<file path="src/rtl/piso_arb_ctrl_pkg.sv">
// rtl/piso_arb_ctrl_pkg.sv - shared state encoding and default parameters for piso_arb_ctrl
package piso_arb_ctrl_pkg;

   localparam int DEF_WIDTH = 4;
   localparam int DEF_GAP   = 1;

   typedef enum logic [1:0] {
      ST_IDLE  = 2'd0,
      ST_LOAD  = 2'd1,
      ST_SHIFT = 2'd2,
      ST_GAP   = 2'd3
   } state_t;

endpackage

</file>
<file path="src/rtl/piso_arb_ctrl_piso_reg.sv">
// rtl/piso_arb_ctrl_piso_reg.sv - WIDTH-bit parallel-load, MSB-first shift register
module piso_reg
   import piso_arb_ctrl_pkg::*;
#(
   parameter int WIDTH = DEF_WIDTH
) (
   input  logic             clk,
   input  logic             reset,
   input  logic             ld,
   input  logic             shift_en,
   input  logic             sin,
   input  logic [WIDTH-1:0] pdata,
   output logic             msb
);

   logic [WIDTH-1:0] q;

   // Shift via << so the same expression holds for WIDTH == 1.
   always_ff @(posedge clk or negedge reset) begin
      if (!reset) begin
         q <= '0;
      end else if (ld) begin
         q <= pdata;
      end else if (shift_en) begin
         q <= (q << 1) | WIDTH'(sin);
      end
   end

   assign msb = q[WIDTH-1];

endmodule

</file>
<file path="src/rtl/piso_arb_ctrl.sv">
// rtl/piso_arb_ctrl.sv - two-requester round-robin arbiter feeding a framed serialiser
module piso_arb_ctrl
   import piso_arb_ctrl_pkg::*;
#(
   parameter int WIDTH = DEF_WIDTH,
   parameter int GAP   = DEF_GAP
) (
   input  logic             clk,
   input  logic             reset,
   input  logic [1:0]       req,
   input  logic [WIDTH-1:0] data0,
   input  logic [WIDTH-1:0] data1,
   output logic [1:0]       gnt,
   output logic             sout,
   output logic             sout_valid,
   output logic             sout_src,
   output logic             done,
   output logic             busy
);

   localparam int CW = $clog2(WIDTH + 1);
   localparam int GW = (GAP < 2) ? 1 : $clog2(GAP + 1);

   state_t           state;
   logic [CW-1:0]    cnt;
   logic [GW-1:0]    gap_cnt;
   logic             prio;
   logic             win;
   logic             ld;
   logic             shift_en;
   logic             msb;
   logic [WIDTH-1:0] sel_word;

   // prio names the requester that wins a tie; it flips to the loser after every grant.
   always_comb begin
      win = 1'b0;
      if (req == 2'b11) begin
         win = prio;
      end else begin
         win = req[1];
      end
   end

   assign ld       = (state == ST_LOAD);
   assign shift_en = (state == ST_SHIFT);
   assign sel_word = sout_src ? data1 : data0;
   assign sout     = msb & sout_valid;

   always_ff @(posedge clk or negedge reset) begin
      if (!reset) begin
         state      <= ST_IDLE;
         cnt        <= '0;
         gap_cnt    <= '0;
         prio       <= 1'b0;
         gnt        <= 2'b00;
         sout_valid <= 1'b0;
         sout_src   <= 1'b0;
         done       <= 1'b0;
         busy       <= 1'b0;
      end else begin
         gnt  <= 2'b00;
         done <= 1'b0;
         case (state)
            ST_IDLE: begin
               if (|req) begin
                  state    <= ST_LOAD;
                  gnt      <= win ? 2'b10 : 2'b01;
                  sout_src <= win;
                  prio     <= ~win;
                  busy     <= 1'b1;
               end
            end
            ST_LOAD: begin
               state      <= ST_SHIFT;
               cnt        <= CW'(WIDTH);
               sout_valid <= 1'b1;
               done       <= (WIDTH == 1);
            end
            ST_SHIFT: begin
               // cnt holds the number of bits still to leave, including the one on sout now.
               if (cnt == CW'(1)) begin
                  cnt        <= '0;
                  sout_valid <= 1'b0;
                  if (GAP == 0) begin
                     state <= ST_IDLE;
                     busy  <= 1'b0;
                  end else begin
                     state   <= ST_GAP;
                     gap_cnt <= GW'(GAP);
                  end
               end else begin
                  cnt  <= cnt - CW'(1);
                  done <= (cnt == CW'(2));
               end
            end
            ST_GAP: begin
               if (gap_cnt == GW'(1)) begin
                  state   <= ST_IDLE;
                  gap_cnt <= '0;
                  busy    <= 1'b0;
               end else begin
                  gap_cnt <= gap_cnt - GW'(1);
               end
            end
            default: state <= ST_IDLE;
         endcase
      end
   end

   piso_reg #(.WIDTH(WIDTH)) u_piso_reg (
      .clk      (clk),
      .reset    (reset),
      .ld       (ld),
      .shift_en (shift_en),
      .sin      (1'b0),
      .pdata    (sel_word),
      .msb      (msb)
   );

endmodule

</file>
<file path="config.mk">
export PLATFORM = sky130hd
export DESIGN_NAME = piso_arb_ctrl
export DESIGN_NICKNAME = d
export VERILOG_FILES = /design/src/rtl/piso_arb_ctrl_pkg.sv /design/src/rtl/piso_arb_ctrl_piso_reg.sv /design/src/rtl/piso_arb_ctrl.sv
export SDC_FILE = /design/constraint.sdc
export NUM_CORES = 1
export LEC_CHECK = 0
export ABC_AREA = 1
export ABC_CLOCK_PERIOD_IN_PS = 2400
export CORE_AREA = 8 8 52 54
export DETAILED_ROUTE_END_ITERATION = 7
export DIE_AREA = 0 0 60 62
export PLACE_DENSITY_LB_ADDON = 0.1
export REMOVE_ABC_BUFFERS = 1
export SETUP_SLACK_MARGIN = 0.1
export SLEW_MARGIN = 30
export SYNTH_ARGS = -nofsm -noshare
export SYNTH_HDL_FRONTEND = slang
export SYNTH_SLANG_ARGS = --single-unit
</file>
<file path="constraint.sdc">
create_clock -name clk -period 2.4 [get_ports clk]
set_input_delay 0.72 -clock clk [delete_from_list [all_inputs] [get_ports clk]]
set_output_delay 0.72 -clock clk [all_outputs]
set_load 0.03 [all_outputs]
</file>
==> flow_metrics.py <==
metrics = {
    "drt": {
        "dr.first_iter.drc_count": 12,
        "drt-pass1-iter-count": 4,
        "drt-total-wl_um": 1878,
        "vias": 811,
        "vias_per_cell": 4.799,
        "antenna_left": 0,
        "drt-wirelength-per-cell_um": 11.11,
        "drc": 0,
    },
    "logic_synthesis": {
        "synth_seq_cells": 17,
        "ys_types": 14,
        "synth_top_area_share_pct": 45.15,
        "synth_top_cell_by_area": "dfrtp_1",
        "ys_warn_count": 0,
        "syn_area_um2": 942.2,
        "synthTopCellsByArea": "dfrtp_1, nand2_1, ha_1",
        "synthCells": 120,
        "syn_area_per_cell_um2": 7.851,
        "ys_seq_area_share_pct": 45.15,
    },
    "power_and_ir_drop": {
        "power_frac_comb_pct": 57.3,
        "ir_drop_uv": 815.3,
        "power.total_mw": 1.549,
        "swShare_pct": 46.99,
        "intPower_mw": 0.8212,
        "seqPwrFrac_pct": 32.7,
        "p_sw_mw": 0.7280,
        "static-leakage-power_nw": 0.5966,
        "power.share.clock_pct": 10.0,
        "power_density_mw_per_mm2": 1310,
    },
    "worst_setup_path": {
        "slowest_stage": "clkdlybuf4s50_1",
        "crit_family": "buffers and inverters",
        "r2r-start": "state[0]",
        "critPathMaxFanout": 7,
        "endpoint_kind": "primary output",
        "critical-path-max-stage-delay_ps": 710,
        "crit_arrival_ps": 1460,
        "required_ps": 1680,
        "path_cells": "clkdlybuf4s50_1",
        "critPathBufInv": 1,
        "critPathKind": "reg2out",
        "critPathLaunch": "sout_src",
        "worstSetupStartpointType": "register",
    },
    "clocking": {
        "hold_buffers": 0,
        "clk_pin_slew_ps": 100,
        "cts.sink_count": 17,
        "numCtsBuffers": 3,
        "htreeDepth": 1,
        "insertion_delay_ps": 290,
        "root_buffer": "clkbuf_4",
        "post-cts-setup-buffers": 0,
        "clockBufferDepth": 2,
        "cts_tree": "done",
        "cts_resized": 0,
    },
    "floorplanning": {
        "ios": 19,
        "die_y_um": 62,
        "rows": 16,
        "initial_core_util_pct": 49.54,
        "die_w_um": 60,
        "core_area_mm2": 0.001902,
        "dieArea_mm2": 0.003720,
    },
    "sta": {
        "worst_slack_ps": 215.3,
        "setup_viol": 0,
        "tns_ps": 0,
        "tightestPinTransition_ps": 365.5,
        "hold_violations": 0,
        "rsz0062_at_grt": "no",
        "slew_violations": 0,
        "finalCriticalPeriod_ps": 2185,
        "whs_ps": 478.7,
        "finClkSkew_ps": 11.92,
        "fmax_ghz": 0.4577,
        "slew_headroom_pct": 75.37,
        "post-route-period-util_pct": 91.03,
    },
    "hold_path": {
        "hold_path.class": "reg2reg",
        "hold_path.startpoint": "cnt[2]",
    },
    "run": {
        "drv_cap": 0,
    },
    "run_status": {
        "run_status": "finished, final reports clean",
    },
    "place": {
        "dp_slack_ps": 538.9,
        "placed_area_mm2": 0.001156,
        "place_inst": 165,
        "place_congestion": 0.7892,
        "dpl.hpwl_um": 1486,
        "io_buffers": 18,
    },
    "cells_and_area": {
        "final_common_cell": "nand2_1",
        "fin_area_mm2": 0.001182,
        "diodes": 0,
        "fin_cells": 169,
        "postLayoutCoreUtil_pct": 62.17,
        "drive_gt1_share_pct": 5.634,
        "fin_nets": 164,
        "area_growth_pct": 25.50,
        "layout_common_cells": "nand2_1, clkdlybuf4s50_1, dfrtp_1",
    },
    "global_route": {
        "grt_start_max_net_pins": 18,
        "grt_pass1_vias": 761,
        "antenna_found_initial": 0,
        "overflow": 0,
        "grt_usage_pct": 11.77,
        "grt_pass1_wl_um": 3263,
    },
}
## cells in the mapped netlist
cell type,instances
inv_2,2
dfrtp_1,17
inv_1,16
ha_1,9
o211ai_1,3
nand2_1,42
nand3_1,3
nor2_2,1
nand4_1,4
buf_4,1
o21ai_2,1
a21oi_1,6
o21ai_0,6
nor2_1,9
## final timing paths
kind	endpoint	slack (ps)	cells after the start
max reg2reg	cnt[1]	860	6
min	done	480	1
max in group asynchronous	cnt[0]	1470	2
min reg2reg	done	480	1
max	sout_src	220	1
min in group asynchronous	u_piso_reg.q[0]	730	2
## logic make-up after synthesis
family                     Yosys count  share of synthesized area (%)
AOI/OAI and AO/OA                   16                          9.695
adders and majority gates            9                          11.95
and+or+nand+nor                     59                          25.23
DFF                                 17                          45.15
buffers and inverters               19                          7.969
## flip-flops by register name (all words and copies together) (netlist names), 2 cells and up
signal	cells
u_piso_reg.q	4
cnt	3
gnt	2
state	2
## per-layer routing
metal	global-route usage (%)	vias to the layer above	share of wire [%]
met4	7.143	0	2.2
met3	2.263	5	4.4
met1	13.68	373	46
li1	-	420	-
met2	19.69	13	48
met5	0	-	0
## worst register-to-register path, cell delays in order (launching register included)
cell and delay, ps:
dfrtp_1 450, inv_1 110, ha_1 510, inv_2 130, nor2_1 110, nand2_1 60
o21ai_0 80
## cell type report
| class | instances | area, µm² |
|---|---|---|
| tap | 27 | 33.78 |
| fill | 185 | 719.4 |
| clock buffer | 4 | 26.28 |
| multi-input combinational | 84 | 441.7 |
| timing repair buffer | 19 | 187.7 |
| sequential | 17 | 425.4 |
| inverter | 18 | 67.56 |
## power by group through the flow
| stage | logic [mW] | registers, mW | clock network, mW |
|---|---|---|---|
| 2_1_floorplan | 0.576 | 0.562 | 0 |
| 3_3_place_gp | 0.872 | 0.504 | 0 |
| 3_5_place_dp | 0.894 | 0.511 | 0 |
| 4_1_cts | 0.897 | 0.507 | 0.160 |
| 5_1_grt | 1.01 | 0.528 | 0.174 |
| 6_report | 0.888 | 0.507 | 0.154 |
Note: power is estimated with default switching activity, not from simulation.
